`config.mk`:
```
export PLATFORM = sky130hd
export DESIGN_NAME = priority_arbiter_n_flat
export DESIGN_NICKNAME = d
export VERILOG_FILES = /design/src/rtl/priority_arbiter_n_if.sv /design/src/rtl/priority_arbiter_n.sv /design/src/flat_wrapper.sv
export SDC_FILE = /design/constraint.sdc
export NUM_CORES = 1
export LEC_CHECK = 0
export ABC_AREA = 1
export CORE_UTILIZATION = 30
export CTS_CLUSTER_SIZE = 12
export DETAILED_ROUTE_END_ITERATION = 6
export GPL_TIMING_DRIVEN = 0
export PLACE_DENSITY = 0.61
export SLEW_MARGIN = 40
export SYNTH_ARGS = -nofsm -noshare
export SYNTH_HDL_FRONTEND = slang
export SYNTH_SLANG_ARGS = --single-unit
```
`constraint.sdc`:
```
create_clock -name clk -period 3.1 [get_ports clk]
set_clock_uncertainty 0.2 [all_clocks]
set_input_delay 0.62 -clock clk [delete_from_list [all_inputs] [get_ports clk]]
set_output_delay 0.62 -clock clk [all_outputs]
set_load 0.005 [all_outputs]
```
`src/rtl/priority_arbiter_n_if.sv`:
```
// Request/grant bundle between N requesters and the arbiter.
// Handshake: a grant is offered while gnt_valid=1 and stays stable until the
// edge where gnt_ack=1 (completion) or the granted requester drops its req bit
// (withdrawal); gnt_ack is ignored while gnt_valid=0.
interface priority_arbiter_n_if #(
  parameter int N     = 8,
  parameter int IDX_W = $clog2(N)
);
  logic             mode;
  logic [N-1:0]     req;
  logic             gnt_ack;
  logic             gnt_valid;
  logic [IDX_W-1:0] gnt_idx;
  logic [N-1:0]     gnt_onehot;
  logic             idle;
  logic             dbg_state;

  modport master (
    output mode, req, gnt_ack,
    input  gnt_valid, gnt_idx, gnt_onehot, idle, dbg_state
  );

  modport slave (
    input  mode, req, gnt_ack,
    output gnt_valid, gnt_idx, gnt_onehot, idle, dbg_state
  );
endinterface

```
`src/rtl/priority_arbiter_n.sv`:
```
// Registered N-way arbiter: fixed (highest index wins) or round-robin priority,
// with a held grant, ack-driven completion, withdrawal and back-to-back
// re-arbitration. All outputs come straight from flops.
module priority_arbiter_n #(
  parameter int N     = 8,
  parameter int IDX_W = $clog2(N)
) (
  input logic                clk,
  input logic                rst_n,
  priority_arbiter_n_if.slave bus
);

  typedef enum logic {
    S_IDLE  = 1'b0,
    S_GRANT = 1'b1
  } state_t;

  state_t           r_state;
  logic             r_gnt_valid;
  logic [IDX_W-1:0] r_gnt_idx;
  logic [N-1:0]     r_gnt_onehot;
  logic             r_idle;
  logic [IDX_W-1:0] r_ptr;

  logic             w_ack_done;
  logic             w_held_req;
  logic [IDX_W-1:0] w_ptr_nxt;
  logic [IDX_W-1:0] w_search_ptr;
  logic             w_found;
  logic [IDX_W-1:0] w_win_idx;
  logic [N-1:0]     w_win_onehot;

  assign w_ack_done   = (r_state == S_GRANT) && bus.gnt_ack;
  assign w_held_req   = bus.req[r_gnt_idx];
  assign w_win_onehot = N'(1) << w_win_idx;

  // Pointer after this edge: on a round-robin completion the finished index
  // becomes lowest priority. Fixed mode is the same search started at N-1.
  always_comb begin
    w_ptr_nxt = r_ptr;
    if (w_ack_done && bus.mode) begin
      w_ptr_nxt = (r_gnt_idx == '0) ? IDX_W'(N - 1) : r_gnt_idx - IDX_W'(1);
    end
    w_search_ptr = bus.mode ? w_ptr_nxt : IDX_W'(N - 1);
  end

  // Descending wrapped search from w_search_ptr; the lowest step count wins,
  // so later loop iterations (closer to the pointer) overwrite earlier ones.
  always_comb begin
    logic [IDX_W-1:0] v_cand;
    w_found   = 1'b0;
    w_win_idx = '0;
    v_cand    = '0;
    for (int j = N - 1; j >= 0; j--) begin
      v_cand = IDX_W'((int'(w_search_ptr) + N - j) % N);
      if (bus.req[v_cand]) begin
        w_found   = 1'b1;
        w_win_idx = v_cand;
      end
    end
  end

  // Grant FSM with registered outputs and round-robin pointer.
  always_ff @(posedge clk) begin
    if (!rst_n) begin
      r_state      <= S_IDLE;
      r_gnt_valid  <= 1'b0;
      r_gnt_idx    <= '0;
      r_gnt_onehot <= '0;
      r_idle       <= 1'b1;
      r_ptr        <= IDX_W'(N - 1);
    end else begin
      case (r_state)
        S_IDLE: begin
          if (w_found) begin
            r_state      <= S_GRANT;
            r_gnt_valid  <= 1'b1;
            r_gnt_idx    <= w_win_idx;
            r_gnt_onehot <= w_win_onehot;
            r_idle       <= 1'b0;
          end else begin
            r_idle <= ~|bus.req;
          end
        end
        S_GRANT: begin
          if (bus.gnt_ack) begin
            // Completion (wins over a simultaneous withdrawal).
            r_ptr <= w_ptr_nxt;
            if (w_found) begin
              r_gnt_idx    <= w_win_idx;
              r_gnt_onehot <= w_win_onehot;
            end else begin
              r_state      <= S_IDLE;
              r_gnt_valid  <= 1'b0;
              r_gnt_idx    <= '0;
              r_gnt_onehot <= '0;
              r_idle       <= 1'b1;
            end
          end else if (!w_held_req) begin
            // Withdrawal: release now, re-arbitrate next edge.
            r_state      <= S_IDLE;
            r_gnt_valid  <= 1'b0;
            r_gnt_idx    <= '0;
            r_gnt_onehot <= '0;
            r_idle       <= ~|bus.req;
          end
        end
        default: r_state <= S_IDLE;
      endcase
    end
  end

  assign bus.gnt_valid  = r_gnt_valid;
  assign bus.gnt_idx    = r_gnt_idx;
  assign bus.gnt_onehot = r_gnt_onehot;
  assign bus.idle       = r_idle;
  assign bus.dbg_state  = r_state;

endmodule

```
`src/flat_wrapper.sv`:
```
// flat-port wrapper written by rule: the top's interface ports become plain ports
module priority_arbiter_n_flat 
#(
  parameter int N     = 8,
  parameter int IDX_W = $clog2(N)
)
  (clk, rst_n, bus_mode, bus_req, bus_gnt_ack, bus_gnt_valid, bus_gnt_idx, bus_gnt_onehot, bus_idle, bus_dbg_state);
  priority_arbiter_n_if #(.N(N), .IDX_W(IDX_W)) bus_i ();
  input logic clk;
  input logic rst_n;
  input wire logic [$bits(bus_i.mode)-1:0] bus_mode;
  input wire logic [$bits(bus_i.req)-1:0] bus_req;
  input wire logic [$bits(bus_i.gnt_ack)-1:0] bus_gnt_ack;
  output wire logic [$bits(bus_i.gnt_valid)-1:0] bus_gnt_valid;
  output wire logic [$bits(bus_i.gnt_idx)-1:0] bus_gnt_idx;
  output wire logic [$bits(bus_i.gnt_onehot)-1:0] bus_gnt_onehot;
  output wire logic [$bits(bus_i.idle)-1:0] bus_idle;
  output wire logic [$bits(bus_i.dbg_state)-1:0] bus_dbg_state;
  assign bus_i.mode = bus_mode;
  assign bus_i.req = bus_req;
  assign bus_i.gnt_ack = bus_gnt_ack;
  assign bus_gnt_valid = bus_i.gnt_valid;
  assign bus_gnt_idx = bus_i.gnt_idx;
  assign bus_gnt_onehot = bus_i.gnt_onehot;
  assign bus_idle = bus_i.idle;
  assign bus_dbg_state = bus_i.dbg_state;
  priority_arbiter_n #(.N(N), .IDX_W(IDX_W)) u_core (.clk(clk), .rst_n(rst_n), .bus(bus_i));
endmodule
```
=== Yosys cells after proc, flatten, opt, wreduce, memory -nomap -nowiden ===
Index checks and enable logic that the tools add are counted.

* Register bits after elaboration: 17
* Input port bits: 12
* Output and inout port bits: 14
* Logic and storage cells: 99

* Add/sub/neg operators: 9
* Magnitude comparators: 9
* Equality and inequality tests: 3
* Shifts and indexed selects: 1
* Muxes and demuxes: 61
* Bitwise logic cells: 1
* Reduce and logical (&&, ||, !) cells: 9

{| class="wikitable"
|+ Operators with widths
! kind !! count
|-
| $mux 3 || 15
|-
| $lt 3x4->1 const B || 9
|-
| $mux 8 || 4
|-
| $mux 1 || 28
|-
| $bmux 1 s3 || 9
|-
| $pmux 8 s2 || 1
|-
| $sub 3x3->3 const B || 4
|-
| $reduce_or 8->1 || 1
|-
| $shl 1x3->8 const A || 1
|-
| $ne 3x3->1 const B || 2
|-
| $pmux 1 s2 || 3
|-
| $pmux 3 s2 || 1
|-
| $reduce_and 2->1 || 3
|-
| $sub 3x1->3 const B || 2
|-
| $sub 3x2->3 const B || 2
|-
| $add 3x1->3 const B || 1
|-
| $logic_not 3->1 || 1
|-
| $reduce_and 3->1 || 1
|-
| $logic_and 1x1->1 || 2
|-
| $ne 2x1->1 const B || 1
|-
| $logic_not 1->1 || 1
|-
| $not 1->1 || 1
|}

=== Logic depth before layout (Yosys ltp) ===
Gate-level depths: netlist (run 1).

* Depth after elaboration: 20
* Mapped depth: 26
* Mapped depth without buffers: 25

=== Worst setup path before layout (run 1) ===
OpenSTA, ideal clock, no wires.

* Path kind: register -> register
* From: reg u_core.r_gnt_idx[0], in the netlist u_core.bus.gnt_idx[0]
* To: reg u_core.r_gnt_onehot[5], in the netlist u_core.bus.gnt_onehot[5]
* Setup time: 0.132 ns
* Data arrival time: 2.672 ns
* Data required time: 2.768 ns
* Path slack: 0.096 ns
* Cell stages (with the launch flop): 21
* Cell sequence: dfxtp_1 > inv_1 > ha_1 > inv_1 > nand4_1 > nand2_2 > inv_4 > ha_1 > inv_1 > nand3_1 > nand2_1 > nand2_1 > nand2_2 > nor2_1 > nand2_1 > o21ai_2 > nand2_2 > nand3_1 > nor2_1 > nand2_1 > a21oi_1

* Cells in the longest elaborated chain, start to end: 20
* Elaborated cells on any way between the ends: 55
* Those cells by class: add/sub: 9; eq/ne: 2; shift: 1; mux: 41; reduce/logical: 2

{| class="wikitable"
|+ Ends and longest elaborated chain
! what !! RTL line !! source
|-
| from (decl) || priority_arbiter_n.sv:20 || <nowiki>logic [IDX_W-1:0] r_gnt_idx;</nowiki>
|-
| from (signal assigned) || priority_arbiter_n.sv:78 || <nowiki>r_gnt_idx <= w_win_idx;</nowiki>
|-
| from (signal assigned) || priority_arbiter_n.sv:90 || <nowiki>r_gnt_idx <= w_win_idx;</nowiki>
|-
| $sub 3x1->3 or $logic_not 3->1 (tied branches) || priority_arbiter_n.sv:42 || <nowiki>w_ptr_nxt = (r_gnt_idx == '0) ? IDX_W'(N - 1) : r_gnt_idx - IDX_W'(1);</nowiki>
|-
| $mux 3 || priority_arbiter_n.sv:42 ||
|-
| $mux 3 || priority_arbiter_n.sv:41 || <nowiki>if (w_ack_done && bus.mode) begin</nowiki>
|-
| $mux 3 || priority_arbiter_n.sv:44 || <nowiki>w_search_ptr = bus.mode ? w_ptr_nxt : IDX_W'(N - 1);</nowiki>
|-
| $add 3x1->3 || priority_arbiter_n.sv:55 || <nowiki>v_cand = IDX_W'((int'(w_search_ptr) + N - j) % N);</nowiki>
|-
| $sub 3x1->3 || priority_arbiter_n.sv:55 ||
|-
| $bmux 1 s3 || priority_arbiter_n.sv:56 || <nowiki>if (bus.req[v_cand]) begin</nowiki>
|-
| $mux 1 (implied by the code) || priority_arbiter_n.sv:56 ||
|-
| $mux 3 (8 in a row) || priority_arbiter_n.sv:56 ||
|-
| $shl 1x3->8 || priority_arbiter_n.sv:35 || <nowiki>assign w_win_onehot = N'(1) << w_win_idx;</nowiki>
|-
| $mux 8 || priority_arbiter_n.sv:89 || <nowiki>if (w_found) begin</nowiki>
|-
| $mux 8 || priority_arbiter_n.sv:86 || <nowiki>if (bus.gnt_ack) begin</nowiki>
|-
| $pmux 8 s2 || priority_arbiter_n.sv:73 || <nowiki>case (r_state)</nowiki>
|-
| to (signal assigned) || priority_arbiter_n.sv:79 || <nowiki>r_gnt_onehot <= w_win_onehot;</nowiki>
|-
| to (signal assigned) || priority_arbiter_n.sv:91 || <nowiki>r_gnt_onehot <= w_win_onehot;</nowiki>
|-
| to (decl) || priority_arbiter_n.sv:21 || <nowiki>logic [N-1:0] r_gnt_onehot;</nowiki>
|}

Parallel ways exist; a longest one is shown, timed or not. The select of a mux whose other input is x is not followed.
A chain may end at the register's enable or synchronous reset.

=== Final worst setup path (run 1) ===
Ends and elaborated chain as after synthesis.

==> flow_summary.yaml, run 1 <==
status:
  result_of_the_run: "finished clean"
pwr:
  total_switching_power_w: 0.000413
  power.density_mw_per_mm2: 401
  share_clk_of_total_power_pct: 17.3
  internal_w: 0.000555
  comb_power_share_pct: 55.5
  switching_share_pct: 42.6
  peakVddDrop_mv: 0.408
  total_leakage_power_nw: 1.16
  seq_power_share_pct: 27.2
clocking:
  clock-root-buffer: "sky130_fd_sc_hd__clkbuf_8"
  cts.sink_count: 17
  worst_setup_hold_path_clk_slew_ns: 0.07
  max_h_tree_level: 1
  numCtsBuffers: 3
  cts-hold-fix-buffers: 0
  cts_tree: "built"
  max-clock-path-buffers: 2
  clk_latency_ns: 0.25
logic_synthesis:
  ys_warn_count: 0
  synth-seq-area-share_pct: 20.5
  post_synth.cell_area_avg_um2: 5.61
  syn_inst: 296
  synthDistinctLibCells: 26
  ys_ff_latch: 17
  post_syn_area_mm2: 0.00166
  synth_fp_nets: 312
layout:
  fin_nets: 363
  final_cells: 416
  n_antenna_cell: 0
  area_delta_synth_final_pct: 45.3
  final_common_cell: "sky130_fd_sc_hd__nand2_1"
  most_frequent_cells_in_the_layout: "sky130_fd_sc_hd__nand2_1, sky130_fd_sc_hd__nand3_1, sky130_fd_sc_hd__inv_1"
  fraction_of_final_layout_cells_sized_beyond_drive_strength_1_pct: 26.6
sta:
  setup_violations_final: 0
  setup_ws_ns: 0.137
  fmaxAchievable_mhz: 338
  post_layout_min_period_ns: 2.96
  timing.final.crit_share_pct: 95.6
  tightest_slew_ns: 0.512
  setup_tns_ns: 0
  drv_slew: 0
  timing.max_slew.rel_slack_pct: 65.9
  hold_viol: 0
critical_path:
  critPathMaxFanout: 7
  end_kind: "flop"
  path_class: "reg -> reg"
  crit_start: "u_core.bus.gnt_idx[0]$_SDFFE_PN0P_"
  timing.rr.start: "u_core.bus.gnt_idx[0]$_SDFFE_PN0P_"
  worst_ep_arrival_time_ns: 2.89
  cp-start-kind: "flop"
  worst_ep_required_time_ns: 3.02
global_routing:
  globalRouteTotalUtil_pct: 15.8
  global_route_wire_length_before_repair_um: 7720
  antenna_found_initial: 0
  grt_start_max_net_pins: 11
  vias_in_the_first_global_route: 1783
  remaining_global_route_overflow: 0
routing:
  postRouteWirelength_um: 4860
  drc: 0
  route.detailed.vias_per_inst: 4.82
  antenna_left: 0
  route.vias.total: 2007
  detail_route.wl_per_cell_um: 11.7
  initialDrtViolationCount: 84
  drtPass1Iterations: 4
placed_design:
  buffer_ports.inserted: 25
  preCtsSetupSlack_ns: -0.909
  placedCellCount: 391
  gp_congestion: 0.879
  detailed_place_hpwl_um: 3540
floorplan:
  ios: 26
  dieArea_mm2: 0.00583
  initial_core_util_pct: 31.9
  placeableCoreArea_mm2: 0.00520
  fp.dieW_um: 76.4
  die_height_um: 76.4
  placement_rows: 26
hold_path:
  min-delay-path-class: "reg -> reg"
  min-delay-start: "u_core.bus.gnt_onehot[0]$_SDFFE_PN0P_"
run:
  drv.max_cap_violation_count: 0
[routing by layer]
layer	wire length, um	up-vias	GRT usage (%)
met5	0	-	0
met4	37	0	4.04
met3	164	4	0.838
met2	2330	41	27.7
met1	2330	908	21.0
li1	-	1054	-
[metrics by stage]
stage / total power (W) / hold slack, ns / area, um2 / util, %
global route: 0.00105 / 0.282 / 2410 / 46.3
global placement: 0.000676 / 0.247 / 2000 / 38.4
detailed placement: 0.000679 / 0.257 / 2000 / 38.4
CTS: 0.000865 / 0.268 / 2110 / 40.6
finish: 0.000968 / 0.261 / 2410 / 46.3
floorplan: 0.000553 / 0.229 / 1660 / -
[synthesized netlist by cell type]
cell type | n | area share [%]
sky130_fd_sc_hd__nor2_1 | 19 | 4.3
sky130_fd_sc_hd__nor2_2 | 2 | 0.75
sky130_fd_sc_hd__nand3_1 | 40 | 12
sky130_fd_sc_hd__dfxtp_1 | 17 | 21
sky130_fd_sc_hd__xor2_1 | 2 | 1.1
sky130_fd_sc_hd__nor2_4 | 1 | 0.68
sky130_fd_sc_hd__o21ai_1 | 1 | 0.30
sky130_fd_sc_hd__nand2_2 | 8 | 3.0
sky130_fd_sc_hd__o21ai_2 | 1 | 0.53
sky130_fd_sc_hd__buf_6 | 1 | 0.68
sky130_fd_sc_hd__a21oi_2 | 2 | 1.1
sky130_fd_sc_hd__inv_2 | 7 | 1.6
sky130_fd_sc_hd__nand3_4 | 1 | 1.1
sky130_fd_sc_hd__a21oi_1 | 21 | 6.3
sky130_fd_sc_hd__ha_1 | 4 | 3.0
sky130_fd_sc_hd__nand2_4 | 2 | 1.4
sky130_fd_sc_hd__inv_1 | 34 | 7.7
sky130_fd_sc_hd__nand2_1 | 104 | 24
sky130_fd_sc_hd__inv_4 | 1 | 0.38
sky130_fd_sc_hd__nand3_2 | 1 | 0.60
sky130_fd_sc_hd__buf_4 | 1 | 0.45
sky130_fd_sc_hd__o21ai_0 | 9 | 2.7
sky130_fd_sc_hd__clkbuf_1 | 2 | 0.45
sky130_fd_sc_hd__clkinv_2 | 1 | 0.30
sky130_fd_sc_hd__xnor2_1 | 2 | 1.1
sky130_fd_sc_hd__nand4_1 | 12 | 4.5
[path summary, 6_finish.rpt]
check / end / slack [ns] / cells past startpoint
worst max-delay path: u_core.bus.gnt_onehot[5]$_SDFFE_PN0P_ / 0.14 / 20
worst min-delay path: u_core.bus.gnt_onehot[0]$_SDFFE_PN0P_ / 0.26 / 2
worst max register to register: u_core.bus.gnt_onehot[5]$_SDFFE_PN0P_ / 0.14 / 20
worst min register to register: u_core.bus.gnt_onehot[0]$_SDFFE_PN0P_ / 0.26 / 2
[state kept, by name (all words and copies together), names as in the netlist]
signal	flops
u_core.bus.gnt_onehot	8
u_core.r_ptr	3
u_core.bus.gnt_valid	1
u_core.bus.gnt_idx	3
u_core.bus.idle	1
u_core.bus.dbg_state	1
[power groups by stage]
stage	clock (W)	combinational, W	sequential [W]
after detailed placement	0	0.000415	0.000264
after floorplan	0	0.000290	0.000262
after global placement	0	0.000412	0.000264
after CTS	0.000170	0.000433	0.000262
final	0.000168	0.000537	0.000263
after global routing	0.000180	0.000598	0.000267
[worst max-delay path, stage by stage (launching register included)]
cell and delay, ns:
sky130_fd_sc_hd__dfxtp_4 0.39, sky130_fd_sc_hd__inv_4 0.05, sky130_fd_sc_hd__ha_4 0.23, sky130_fd_sc_hd__inv_2 0.04, sky130_fd_sc_hd__nand4_1 0.15, sky130_fd_sc_hd__nand2_4 0.17
sky130_fd_sc_hd__inv_8 0.05, sky130_fd_sc_hd__ha_4 0.29, sky130_fd_sc_hd__inv_4 0.05, sky130_fd_sc_hd__nand3_4 0.08, sky130_fd_sc_hd__nand2_2 0.06, sky130_fd_sc_hd__nand2_2 0.09
sky130_fd_sc_hd__nand2_4 0.08, sky130_fd_sc_hd__nor2_2 0.14, sky130_fd_sc_hd__nand2_1 0.16, sky130_fd_sc_hd__o21ai_4 0.20, sky130_fd_sc_hd__nand2_4 0.11, sky130_fd_sc_hd__nand3_4 0.12
sky130_fd_sc_hd__nor2_4 0.06, sky130_fd_sc_hd__nand2_2 0.07, sky130_fd_sc_hd__a21oi_2 0.05
[what timing repair did]
| item | CTS | global route |
|---|---|---|
| setup buffers | 4 | 17 |
| hold endpoints to repair | 0 | 0 |
| setup endpoints to repair | 14 | 14 |
| pin swaps | 4 | 16 |
| resized for setup | 19 | 54 |
[cell families after synthesis]
family	synth area share, %
flops	20.5
buf+inv	11.5
fa+ha+maj	3.02
simple gates	51.9
compound gates	10.9
xor+xnor	2.11
[area by class of cell]
cell class	count	area, um2
plain buffers	4	33.8
flip-flops and latches	17	348
fillers	549	2790
multi-input cells	232	1310
inverters	43	184
clock buffers	4	45.0
well taps	70	87.6
repair buffers	46	402
Power figures use the tool's default switching activity.
==> inputs of run 2 (changes only) <==
--- a/config.mk
+++ b/config.mk
@@ -10,6 +10,7 @@
 export CTS_CLUSTER_SIZE = 12
 export DETAILED_ROUTE_END_ITERATION = 6
 export GPL_TIMING_DRIVEN = 0
+export HOLD_SLACK_MARGIN = 0.03
 export PLACE_DENSITY = 0.61
 export SLEW_MARGIN = 40
 export SYNTH_ARGS = -nofsm -noshare
==> results of run 2 <==
Same layout as run 1: the final DEF is identical, and so are final timing and power.
==> inputs of run 3 (changes only) <==
--- a/config.mk
+++ b/config.mk
@@ -9,6 +9,7 @@
 export CORE_UTILIZATION = 30
 export CTS_CLUSTER_SIZE = 12
 export DETAILED_ROUTE_END_ITERATION = 6
+export GPL_ROUTABILITY_DRIVEN = 1
 export GPL_TIMING_DRIVEN = 0
 export HOLD_SLACK_MARGIN = 0.03
 export PLACE_DENSITY = 0.61
==> results of run 3 <==
Same layout as run 1: the final DEF is identical, and so are final timing and power.
